## src/rtl/pwm_pkg.sv

```systemverilog
// pwm_pkg: state encodings, range codes and the ramp-direction helper shared by the fan-drive stage.
package pwm_pkg;
  typedef enum logic [2:0] {
    IDLE  = 3'd0,
    HOLD  = 3'd1,
    UP    = 3'd2,
    DOWN  = 3'd3,
    ALARM = 3'd4
  } estado_t;
  localparam logic [1:0] R_BAJO    = 2'd0;
  localparam logic [1:0] R_MEDIO   = 2'd1;
  localparam logic [1:0] R_ALTO    = 2'd2;
  localparam logic [1:0] R_CRITICO = 2'd3;
  function automatic estado_t dir_de(input logic [7:0] tgt, input logic [7:0] cur);
    return tgt > cur ? UP : tgt < cur ? DOWN : HOLD;
  endfunction
endpackage

```

## src/rtl/pwm_contador.sv

```systemverilog
// pwm_contador: free-running 8-bit period counter and duty comparator with a registered PWM output.
module pwm_contador (
  input  logic       clk,
  input  logic       rst,
  input  logic       en,
  input  logic [7:0] duty,
  output logic       pwm,
  output logic       fin_periodo
);
  logic [7:0] r_cnt;
  logic       r_pwm;
  assign fin_periodo = en & (r_cnt == 8'hFF);
  assign pwm = r_pwm;
  always_ff @(posedge clk or negedge rst) begin
    if (!rst) begin
      r_cnt <= '0;
      r_pwm <= 1'b0;
    end else begin
      r_cnt <= en ? r_cnt + 8'd1 : 8'd0;
      r_pwm <= en & ((duty == 8'hFF) | (r_cnt < duty));
    end
  end
endmodule

```

## src/rtl/pwm_ventilador.sv

```systemverilog
// pwm_ventilador: fan PWM stage; ramps duty toward a per-range target at period boundaries and
// forces full speed after repeated critical-range samples.
module pwm_ventilador
  import pwm_pkg::*;
#(
  parameter logic [7:0] DUTY_R0  = 8'd0,
  parameter logic [7:0] DUTY_R1  = 8'd64,
  parameter logic [7:0] DUTY_R2  = 8'd160,
  parameter logic [7:0] DUTY_R3  = 8'd255,
  parameter int         STEP     = 8,
  parameter int         RAMP_DIV = 4,
  parameter int         ALARM_N  = 3
) (
  input  logic       clk,
  input  logic       rst,
  input  logic       en,
  input  logic [1:0] rango,
  input  logic       rango_valid,
  output logic       pwm,
  output logic [7:0] duty,
  output logic [2:0] estado,
  output logic       alarma
);
  localparam int              AW       = $clog2(ALARM_N + 1);
  localparam logic [AW-1:0]   A_MAX    = AW'(ALARM_N);
  localparam logic [7:0]      DIV_LAST = 8'(RAMP_DIV - 1);
  localparam logic [8:0]      STEP9    = 9'(STEP);
  estado_t       r_estado;
  logic [7:0]    r_duty, r_target, r_div;
  logic [AW-1:0] r_acnt;
  logic          r_alarma;
  logic          w_fin, w_step, w_sample, w_crit;
  logic [7:0]    w_tgt_new, w_next;
  logic [8:0]    w_up, w_dn;
  pwm_contador u_contador (
    .clk        (clk),
    .rst        (rst),
    .en         (en),
    .duty       (r_duty),
    .pwm        (pwm),
    .fin_periodo(w_fin)
  );
  // Ramp arithmetic is 9-bit so an overshoot or underflow shows up before clamping to the target.
  always_comb begin
    w_sample  = rango_valid & en;
    w_crit    = rango == R_CRITICO;
    w_tgt_new = rango == R_BAJO ? DUTY_R0 : rango == R_MEDIO ? DUTY_R1 : rango == R_ALTO ? DUTY_R2 : DUTY_R3;
    w_step    = w_fin & (r_div == DIV_LAST);
    w_up      = {1'b0, r_duty} + STEP9;
    w_dn      = {1'b0, r_duty} - STEP9;
    w_next    = r_target > r_duty ? (w_up > {1'b0, r_target} ? r_target : w_up[7:0])
              : r_target < r_duty ? ((w_dn[8] | (w_dn[7:0] < r_target)) ? r_target : w_dn[7:0])
              : r_duty;
  end
  // The step reads r_target before a same-cycle sample overwrites it, so a colliding strobe waits a step.
  always_ff @(posedge clk or negedge rst) begin
    if (!rst) begin
      r_estado <= IDLE;
      r_duty   <= '0;
      r_target <= '0;
      r_div    <= '0;
      r_acnt   <= '0;
      r_alarma <= 1'b0;
    end else if (!en) begin
      r_estado <= IDLE;
      r_duty   <= '0;
      r_div    <= '0;
      r_acnt   <= '0;
      r_alarma <= 1'b0;
    end else begin
      if (w_sample) begin
        r_target <= w_tgt_new;
        r_acnt   <= !w_crit ? '0 : (r_acnt == A_MAX ? r_acnt : r_acnt + 1'b1);
      end
      if (w_fin) r_div <= (r_div == DIV_LAST) ? 8'd0 : r_div + 8'd1;
      if (r_estado == IDLE) r_estado <= dir_de(r_target, r_duty);
      else if (r_estado == ALARM) begin
        if (w_fin) r_duty <= 8'hFF;
        if (w_sample && !w_crit) begin
          r_estado <= DOWN;
          r_alarma <= 1'b0;
        end
      end else if (r_acnt == A_MAX) begin
        r_estado <= ALARM;
        r_alarma <= 1'b1;
      end else if (w_step && r_estado != HOLD) begin
        r_duty   <= w_next;
        r_estado <= dir_de(r_target, w_next);
      end else r_estado <= dir_de(r_target, r_duty);
    end
  end
  assign duty   = r_duty;
  assign estado = r_estado;
  assign alarma = r_alarma;
endmodule

```

## config.mk

```make
export PLATFORM = sky130hd
export DESIGN_NAME = pwm_ventilador
export DESIGN_NICKNAME = d
export VERILOG_FILES = /design/src/rtl/pwm_pkg.sv /design/src/rtl/pwm_contador.sv /design/src/rtl/pwm_ventilador.sv
export SDC_FILE = /design/constraint.sdc
export NUM_CORES = 1
export LEC_CHECK = 0
export CORE_MARGIN = 2
export CORE_UTILIZATION = 32
export CTS_CLUSTER_SIZE = 14
export DETAILED_ROUTE_END_ITERATION = 10
export PLACE_DENSITY = 0.53
export SLEW_MARGIN = 20
export SYNTH_ARGS = -nofsm -noshare
export SYNTH_HDL_FRONTEND = slang
export SYNTH_HIERARCHICAL = 1
export SYNTH_SLANG_ARGS = --single-unit
```

## constraint.sdc

```tcl
create_clock -name clk -period 5.5 [get_ports clk]
set_input_delay 0.55 -clock clk [delete_from_list [all_inputs] [get_ports clk]]
set_output_delay 0.55 -clock clk [all_outputs]
set_load 0.005 [all_outputs]
```

==> results of run 1 <==
## critical path, cell delays in order (launching register included)
cell      delay [ns]
dfrtp_1         0.53
ha_1            0.25
nand3_1         0.10
xnor2_1         0.22
ha_1            0.30
a41o_1          0.25
a21oi_1         0.13
a31oi_1         0.07
or3_1           0.58
a32oi_4         0.31
nor2_1          0.10
a21oi_1         0.16
ha_1            0.26
nor2b_1         0.13
o21ai_0         0.14
nand2b_1        0.08
a21oi_1         0.13
o21ai_0         0.12
a221o_1         0.34
a21oi_1         0.14
## state kept, by name, indices dropped and copies added (netlist names)
register          count
r_div                 8
duty                  8
r_target              3
u_contador/pwm        1
u_contador/r_cnt      8
r_acnt                2
alarma                1
estado                3
## synthesized netlist by cell type (all sizes together), types with 4 or more instances
master  number  share of area
ha          40           0.17
dfrtp       34           0.29
nor2        28          0.036
a21oi       27          0.050
inv         26          0.033
nand2       23          0.029
o21ai       17          0.029
nand3       15          0.027
a21o        10          0.026
nand4       10          0.021
and2         8          0.017
nor3         8          0.017
xnor2        8          0.024
xor2         8          0.024
o211ai       7          0.020
mux2i        6          0.020
and3         5          0.011
nor2b        5          0.011
a211o        4          0.012
nand2b       4         0.0085
## power by group through the flow
stage	logic [mW]	registers [mW]	clock network, mW
6_report	0.206	0.270	0.179
5_1_grt	0.237	0.272	0.197
4_1_cts	0.206	0.270	0.185
3_5_place_dp	0.205	0.275	0
3_3_place_gp	0.202	0.275	0
2_1_floorplan	0.147	0.273	0
## layout make-up
class                           count  area, um2  share of cell area
Inverter                           26       97.6              0.0294
Sequential cell                    34        851               0.256
Tap cell                          108        135              0.0407
Timing Repair Buffer               21        203              0.0610
Multi-Input combinational cell    269       1960               0.590
Clock buffer                        7       76.3              0.0230
## worst min-delay path by stage
stage / start / endpoint / slack, ns / cells after the start
floorplan: rst / alarma / 0.25 / 0
global placement: u_contador/r_cnt[0] / u_contador/r_cnt[0] / 0.50 / 1
detailed placement: u_contador/r_cnt[0] / u_contador/r_cnt[0] / 0.51 / 1
CTS: u_contador/r_cnt[0] / u_contador/r_cnt[0] / 0.52 / 1
global route: u_contador/r_cnt[0] / u_contador/r_cnt[0] / 0.56 / 1
finish: u_contador/r_cnt[0] / u_contador/r_cnt[0] / 0.51 / 1
## metal layers
metal	track usage	vias to the layer above	wire length, um
met5	0	-	0
met4	0.0358	0	29
met3	0.0327	2	373
met2	0.250	65	3350
met1	0.233	1236	3710
li1	-	1267	-
## per-stage QoR
stage / std cells / setup slack [ns] / hold WS [ns] / utilization
2_1_floorplan: 335 / 1.60 / 0.254 / -
5_1_grt: 465 / 0.690 / 0.563 / 0.377
6_report: 465 / 1.09 / 0.514 / 0.377
3_5_place_dp: 458 / 1.12 / 0.506 / 0.368
3_3_place_gp: 458 / 1.26 / 0.498 / 0.368
4_1_cts: 465 / 1.11 / 0.518 / 0.377
## cell families (layout without fill, tap and decap cells)
group	after synthesis	in the layout
AO/OA/AOI/OAI	89	89
XOR/XNOR	16	16
adder cells (fa/ha/maj)	40	40
buffers and inverters	32	54
flip-flops	34	34
multiplexers	8	8
AND/OR/NAND/NOR	116	116
==> summary.txt, run 1 <==
Run status
  • Status: complete, no violations

Final layout
  • Fillers: 877
  • Synthesis-to-finish area growth: 13.0%
  • Nets: 403
  • Layout cells sized above 1: 0.0728
  • Finished layout cell area: 3320 um2
  • Commonest cells after routing, fill and taps aside: ha_1, dfrtp_1, nor2_1
  • Commonest non-fill, non-tap cell in the layout: ha_1
  • N_diodes: 0

Logic synthesis
  • Syn avg cell area: 8.77 um2
  • Post-synth EDFFs: 0
  • Main synth FF type: dfrtp_1
  • Largest family of logic cells by synthesized area: compound AO/OA/AOI/OAI gates
  • Async SR Flop Fraction: 1.00
  • Mapped Area: 2940 um2
  • Synth Area in Compound Gates: 0.214
  • #FFs+latches synth: 34
  • Net Count, Synth: 381
  • Cell variety after synth: 55
  • Synth Warn #: 6
  • Sequential-to-total area share from yosys stat: 0.289
  • Post-synthesis simple-gate area fraction: 0.206
  • Syn Inst Count: 335
  • Adder-cell share of the synthesized area: 0.170
  • XOR/XNOR Fraction of Synth Area: 0.0477
  • Mux contribution to synthesized area: 0.0281

Clocking
  • Clock sinks: 34
  • CTS clk-pin slew, worst paths: 0.07 ns
  • Post-CTS sizing: 0
  • Postcts setup bufs: 0
  • Worst skew pair latency: ~0.29 ns
  • Hold bufs inserted after CTS: 0
  • H-tree Lvls: 2
  • Clock buffer depth: 2
  • CTS tree: yes
  • Root Driver: clkbuf_8
  • Num CTS Buffers: 5

Detailed routing
  • Vias: 2570
  • Drt total wl: around 7500 um
  • Drt drc: 0
  • Antenna viol nets, final: 0
  • Initial DRC count: 149
  • First-pass detailed-route iteration total: 5
  • Vias per inst: 5.53
  • Drt wl/cell: roughly 16 um

Die
  • DIE WIDTH: 99.8 um
  • Initial Util: 0.334
  • Chip Height: 99.8 um
  • I/O pins: 19
  • Core Rows: 34
  • Die area: 9970 um2
  • Core area: 8810 um2

Critical path
  • Crit path launch: duty[3]
  • CP endpoint: estado[0]
  • WP data arrival: 4.63 ns
  • Req. time, crit path: around 5.7 ns
  • Crit. End Element: flip-flop
  • Startpoint types: flip-flop
  • FF-to-FF End: estado[0]
  • Crit Path Category: flip-flop to flip-flop
  • R2R Setup Slk: 1.09 ns
  • Path depth of the worst reg2reg path: 19
  • Worst r2r src: duty[3]
  • CP Max Fanout: 10

Timing
  • Final Max Tran Viols: 0
  • Final worst-path cycle share: 0.802
  • Final Hold Viols: 0
  • Final Critical Period: 4.41 ns
  • Final setup fails: 0
  • Setup TNS Final: 0 ns
  • Slew HR: 0.532
  • Fmax: 227 MHz
  • RSZ-0062 raised after global routing: false
  • Worst slew pin tran: between 0.6 and 0.7 ns
  • Clock Skews: 0.00460 ns

Global routing
  • Global-route wire length before repair: between 10000 and 15000 um
  • Largest net degree at the start of global routing: 35
  • Initial antenna violation count: 0
  • Vias in the first global route: 2536
  • Grt ovf: 0
  • Gr usage total: 0.161

Place
  • GPL Wtd Cong: 0.829
  • Area post-placement: approximately 3200 um2
  • Number of port buffers: 18
  • Post-DP HPWL: approximately 5600 um

Power and ir drop
  • Leak pwr: 1.49 nW
  • Power per Cell Area: ~200 nW/um2
  • Sequential power share: 0.413
  • Net Switching: 227 uW
  • Clock power frac: 0.273
  • Int Power: 429 uW
  • Overall Power: roughly 660 uW
  • Largest vdd supply drop: 0.100 mV
  • Logic pwr share: 0.314
  • Sw Ratio: 0.346

Hold path
  • HP Class: flip-flop to flip-flop

Job
  • Maxcap violations: 0
Note: power is estimated with default switching activity, not from simulation.
==> run 2: changes to the inputs <==
==> constraint.sdc (replaced) <==
create_clock -name clk -period 4.1 [get_ports clk]
set_input_delay 0.41 -clock clk [delete_from_list [all_inputs] [get_ports clk]]
set_output_delay 0.41 -clock clk [all_outputs]
set_load 0.005 [all_outputs]
==> run 2 against run 1 <==
Global-route usage down 0.17 points. Final cell count is 4.7% higher. Utilization up 3.0 points. Clock power is 110% higher. Clock skew rose by 0.0013 ns. Power is 58% higher. Register-to-register slack lost 0.96 ns. Non-clock buffer count increased by 21. Combinational power grew 44%. Die area unchanged. First-iteration DRC count fell by 19%. Worst hold slack got worse by 0.0049 ns. Critical endpoint unchanged. Highest routed layer unchanged.
==> summary.txt, run 2 (same netlist as run 1, synthesis figures left out) <==
Run status
  • Status: complete, no violations

Final layout
  • Layout cells sized above 1: 0.156
  • Nets: 424
  • Finished Core Util: 0.407
  • Commonest non-fill, non-tap cell in the layout: ha_1
  • Commonest cells after routing, fill and taps aside: ha_1, dfrtp_1, nor2_1
  • Fillers: 854
  • N_diodes: 0
  • Finished layout cell area: between 3000 and 4000 um2
  • Synthesis-to-finish area growth: 21.8%

Place
  • Area post-placement: 3390 um2
  • Post-DP HPWL: around 5800 um
  • GPL Wtd Cong: 0.916
  • Number of port buffers: 18
  • Worst slack, placed: -0.0193 ns

Die
  • Initial Util: 0.334
  • I/O pins: 19
  • Chip Height: 99.8 um
  • Die area: 9970 um2
  • Core area: 8810 um2
  • DIE WIDTH: 99.8 um
  • Core Rows: 34

Detailed routing
  • Antenna viol nets, final: 0
  • Drt drc: 0
  • Drt wl/cell: 15.6 um
  • Initial DRC count: 121
  • Vias per inst: 5.36
  • Vias: 2610
  • Drt total wl: 7570 um
  • First-pass detailed-route iteration total: 4

Timing
  • Final worst-path cycle share: 0.969
  • Final setup fails: 0
  • Clock Skews: 0.00595 ns
  • Slew HR: 0.643
  • Hold WS: 0.510 ns
  • Final Hold Viols: 0
  • Post-layout worst setup margin: 0.127 ns
  • Worst slew pin tran: 0.534 ns
  • Fmax: between 200 and 300 MHz
  • Final Max Tran Viols: 0
  • Final Critical Period: a little under 4 ns

Clocking
  • CTS clk-pin slew, worst paths: 0.08 ns
  • CTS tree: yes
  • Root Driver: clkbuf_8
  • Worst skew pair latency: 0.29 ns
  • Clock buffer depth: 2
  • Clock sinks: 34
  • Num CTS Buffers: 5
  • H-tree Lvls: 2
  • Hold bufs inserted after CTS: 0

Power and ir drop
  • Power per Cell Area: 289 nW/um2
  • Logic pwr share: 0.287
  • Int Power: between 700 and 800 uW
  • Overall Power: approximately 1.0 mW
  • Net Switching: about 320 uW
  • Sequential power share: 0.345
  • Largest vdd supply drop: 0.139 mV
  • Sw Ratio: 0.310
  • Clock power frac: 0.369
  • Leak pwr: between 1.5 and 2 nW

Hold path
  • HP Class: flip-flop to flip-flop

Critical path
  • Worst r2r src: duty[3]
  • Crit path launch: duty[3]
  • CP endpoint: estado[0]
  • FF-to-FF End: estado[0]
  • Crit. End Element: flip-flop
  • Path depth of the worst reg2reg path: 19
  • Crit Path Category: flip-flop to flip-flop
  • WP data arrival: 4.19 ns
  • CP Max Fanout: 9
  • R2R Setup Slk: 0.13 ns
  • Req. time, crit path: 4.32 ns
  • Startpoint types: flip-flop

Global routing
  • Grt ovf: 0
  • Initial antenna violation count: 0
  • Global-route wire length before repair: 12800 um
  • Largest net degree at the start of global routing: 35
  • Vias in the first global route: 2663
  • Gr usage total: 0.160

Job
  • Maxcap violations: 0
==> run 2: worst min-delay path by stage <==
stage / start / end / slack (ns) / cells past startpoint
after floorplan: rst / alarma / 0.11 / 0
after global placement: u_contador/r_cnt[0] / u_contador/r_cnt[0] / 0.49 / 1
after detailed placement: u_contador/r_cnt[0] / u_contador/r_cnt[0] / 0.49 / 1
after CTS: u_contador/r_cnt[0] / u_contador/r_cnt[0] / 0.50 / 1
after global routing: u_contador/r_cnt[0] / u_contador/r_cnt[0] / 0.54 / 1
final: u_contador/r_cnt[0] / u_contador/r_cnt[0] / 0.51 / 1
==> run 2: final cells by class <==
type                            instances  area (um2)  share of cell area
Multi-Input combinational cell        269        2000               0.558
Sequential cell                        34         851               0.238
Timing Repair Buffer                   42         360               0.101
Tap cell                              108         135              0.0377
Inverter                               26        97.6              0.0273
Clock buffer                            5        68.8              0.0192
Clock inverter                          3        68.8              0.0192
==> run 2: worst max-delay path, stage by stage, from the launching register on <==
cell and delay (ns):
dfrtp_1 0.35, buf_4 0.19, nand3_1 0.16, xnor2_2 0.18, ha_1 0.32, a41o_1 0.21
a21oi_1 0.16, a31oi_1 0.09, or3_4 0.45, a32oi_4 0.23, nor2_1 0.09, a21oi_1 0.12
ha_1 0.25, nor2b_1 0.14, o21ai_0 0.16, nand2b_1 0.07, a21oi_1 0.15, o21ai_1 0.10
a221o_1 0.33, a21oi_1 0.15
==> run 2: repair_timing <==
item | 4_1_cts | 5_1_grt
buffers inserted | 0 | 1
gates resized for setup | 1 | 10
endpoints found under the setup margin | 1 | 2
pin swaps | 0 | 4
hold endpoints to repair | 0 | 0
==> run 2: power by group through the flow <==
| stage | logic (mW) | clock network, mW | registers [mW] |
|---|---|---|---|
| 6_report | 0.297 | 0.382 | 0.357 |
| 5_1_grt | 0.338 | 0.409 | 0.359 |
| 4_1_cts | 0.293 | 0.399 | 0.357 |
| 3_5_place_dp | 0.291 | 0 | 0.364 |
| 3_3_place_gp | 0.291 | 0 | 0.364 |
| 2_1_floorplan | 0.197 | 0 | 0.366 |
==> run 2: per-layer routing <==
layer  track usage  wire length, um  vias up
met1         0.224             3670     1231
met2         0.250             3460       63
li1              -                -     1308
met3        0.0299              375        8
met4        0.0495               72        0
met5             0                0        -
==> run 2: per-stage QoR <==
stage | setup TNS (ns) | instances
5_1_grt | -0.00126 | 487
4_1_cts | 0 | 486
3_5_place_dp | -0.0193 | 478
2_1_floorplan | 0 | 335
3_3_place_gp | 0 | 478
6_report | 0 | 487
==> run 3: changes to the inputs <==
--- a/config.mk
+++ b/config.mk
@@ -9,7 +9,6 @@
 export CORE_UTILIZATION = 32
 export CTS_CLUSTER_SIZE = 14
 export DETAILED_ROUTE_END_ITERATION = 10
-export PLACE_DENSITY = 0.53
 export SLEW_MARGIN = 20
 export SYNTH_ARGS = -nofsm -noshare
 export SYNTH_HDL_FRONTEND = slang
==> run 3 against run 2 <==
Sequential share of layout area increased by 0.30 points. First-iteration DRC count decreased by 11%. Maximum frequency increased by 1.8%. Non-clock buffer count decreased by 5. Sequential power about the same. Largest power group unchanged. Critical path type unchanged. Critical path depth unchanged. Largest cell class unchanged. Worst hold slack got worse by 0.0033 ns. Global-route usage decreased by 0.62 points. Combinational power decreased by 2%. Critical endpoint unchanged. Die area unchanged.
==> summary.txt, run 3 (same netlist as run 1, synthesis figures left out) <==
Run status
  • Status: complete, no violations

Detailed routing
  • Vias: 2646
  • Drt drc: 0
  • First-pass detailed-route iteration total: 4
  • Antenna viol nets, final: 0
  • Drt wl/cell: 15.3 um
  • Vias per inst: 5.49
  • Drt total wl: 7390 um
  • Initial DRC count: 108

Global routing
  • Grt ovf: 0
  • Gr usage total: 0.153
  • Largest net degree at the start of global routing: 35
  • Global-route wire length before repair: 12400 um
  • Vias in the first global route: 2594
  • Initial antenna violation count: 0

Critical path
  • R2R Setup Slk: 0.20 ns
  • WP data arrival: around 4.1 ns
  • Path depth of the worst reg2reg path: 19
  • CP endpoint: estado[0]
  • Worst r2r src: duty[3]
  • FF-to-FF End: estado[0]
  • Crit Path Category: flip-flop to flip-flop
  • Crit path launch: duty[3]
  • Crit. End Element: flip-flop
  • Startpoint types: flip-flop
  • Req. time, crit path: roughly 4.3 ns
  • CP Max Fanout: 9

Clocking
  • CTS tree: yes
  • Post-CTS sizing: 0
  • Clock sinks: 34
  • Postcts setup bufs: 0
  • H-tree Lvls: 2
  • CTS clk-pin slew, worst paths: 0.08 ns
  • Worst skew pair latency: 0.29 ns
  • Clock buffer depth: 2
  • Root Driver: clkbuf_8
  • Hold bufs inserted after CTS: 0
  • Num CTS Buffers: 5

Final layout
  • Synthesis-to-finish area growth: 20.5%
  • N_diodes: 0
  • Nets: 419
  • Layout cells sized above 1: 0.139
  • Commonest non-fill, non-tap cell in the layout: ha_1
  • Commonest cells after routing, fill and taps aside: ha_1, dfrtp_1, nor2_1

Timing
  • Slew HR: 0.657
  • Worst slew pin tran: 0.513 ns
  • Final Max Tran Viols: 0
  • Setup TNS Final: 0 ns
  • Fmax: 256 MHz
  • Final worst-path cycle share: 0.952
  • Final Hold Viols: 0
  • Final Critical Period: 3.90 ns
  • Post-layout worst setup margin: 0.199 ns
  • Final setup fails: 0
  • Clock Skews: ~0.0068 ns

Job
  • Maxcap violations: 0

Place
  • GPL Wtd Cong: 0.908
  • Number of port buffers: 18
  • Post-DP HPWL: 5690 um
  • Worst slack, placed: 0.0961 ns

Power and ir drop
  • Leak pwr: 1.61 nW
  • Power per Cell Area: 292 nW/um2
  • Largest vdd supply drop: 0.160 mV
  • Overall Power: 1.03 mW

Die
  • Die area: 9970 um2
  • DIE WIDTH: roughly 100 um
  • Initial Util: 0.334
  • I/O pins: 19
  • Chip Height: 99.8 um
  • Core Rows: 34
  • Core area: about 8800 um2

Hold path
  • HP Class: flip-flop to flip-flop
run 3: changes by cell type in the layout (fill, tap and decap cells not counted), sizes merged:
cell  previous run  this run
buf             24        19
run 3: area by class of cell:
| type | count | area (um2) |
|---|---|---|
| Clock buffer | 5 | 68.8 |
| Inverter | 26 | 97.6 |
| Sequential cell | 34 | 852 |
| Clock inverter | 3 | 68.8 |
| Multi-Input combinational cell | 269 | 2000 |
| Timing Repair Buffer | 37 | 323 |
| Tap cell | 108 | 135 |
| Fill cell | 877 | 5270 |
run 3: critical path, stage by stage (launching register included):
cell,delay (ns)
dfrtp_1,0.36
buf_4,0.19
nand3_2,0.14
xnor2_2,0.17
ha_1,0.32
a41o_1,0.22
a21oi_1,0.13
a31oi_1,0.07
or3_4,0.43
a32oi_4,0.25
nor2_1,0.10
a21oi_1,0.14
ha_1,0.25
nor2b_1,0.13
o21ai_0,0.13
nand2b_1,0.07
a21oi_1,0.17
o21ai_1,0.10
a221o_1,0.33
a21oi_1,0.14
run 3: layer usage:
metal | up-vias | track usage | share of wire
li1 | 1300 | - | -
met1 | 1260 | 0.211 | 0.49
met2 | 76 | 0.249 | 0.45
met3 | 10 | 0.0272 | 0.045
met4 | 0 | 0.0432 | 0.014
met5 | - | 0 | 0
run 3: power breakdown:
part           leakage, nW  total (mW)  internal, mW  switching [mW]
combinational         1.08       0.291         0.121           0.169
sequential           0.462       0.358         0.345          0.0130
clock               0.0683       0.385         0.244           0.141
run 3: worst min-delay path by stage:
stage	start	end	slack, ns	depth (start not counted)
after floorplan	rst	alarma	0.11	0
after global placement	u_contador/r_cnt[0]	u_contador/r_cnt[0]	0.49	1
after detailed placement	u_contador/r_cnt[0]	u_contador/r_cnt[0]	0.49	1
after CTS	u_contador/r_cnt[0]	u_contador/r_cnt[0]	0.51	1
after global routing	u_contador/r_cnt[0]	u_contador/r_cnt[0]	0.53	1
final	u_contador/r_cnt[0]	u_contador/r_cnt[0]	0.51	1
run 3: through the flow:
step | hold WS, ns | utilization | area, um2 | instances
after CTS | 0.506 | 0.398 | 3500 | 482
after floorplan | 0.114 | - | 2940 | 335
after global placement | 0.489 | 0.382 | 3360 | 474
final | 0.506 | 0.402 | 3540 | 482
after global routing | 0.526 | 0.402 | 3540 | 482
after detailed placement | 0.492 | 0.382 | 3360 | 474
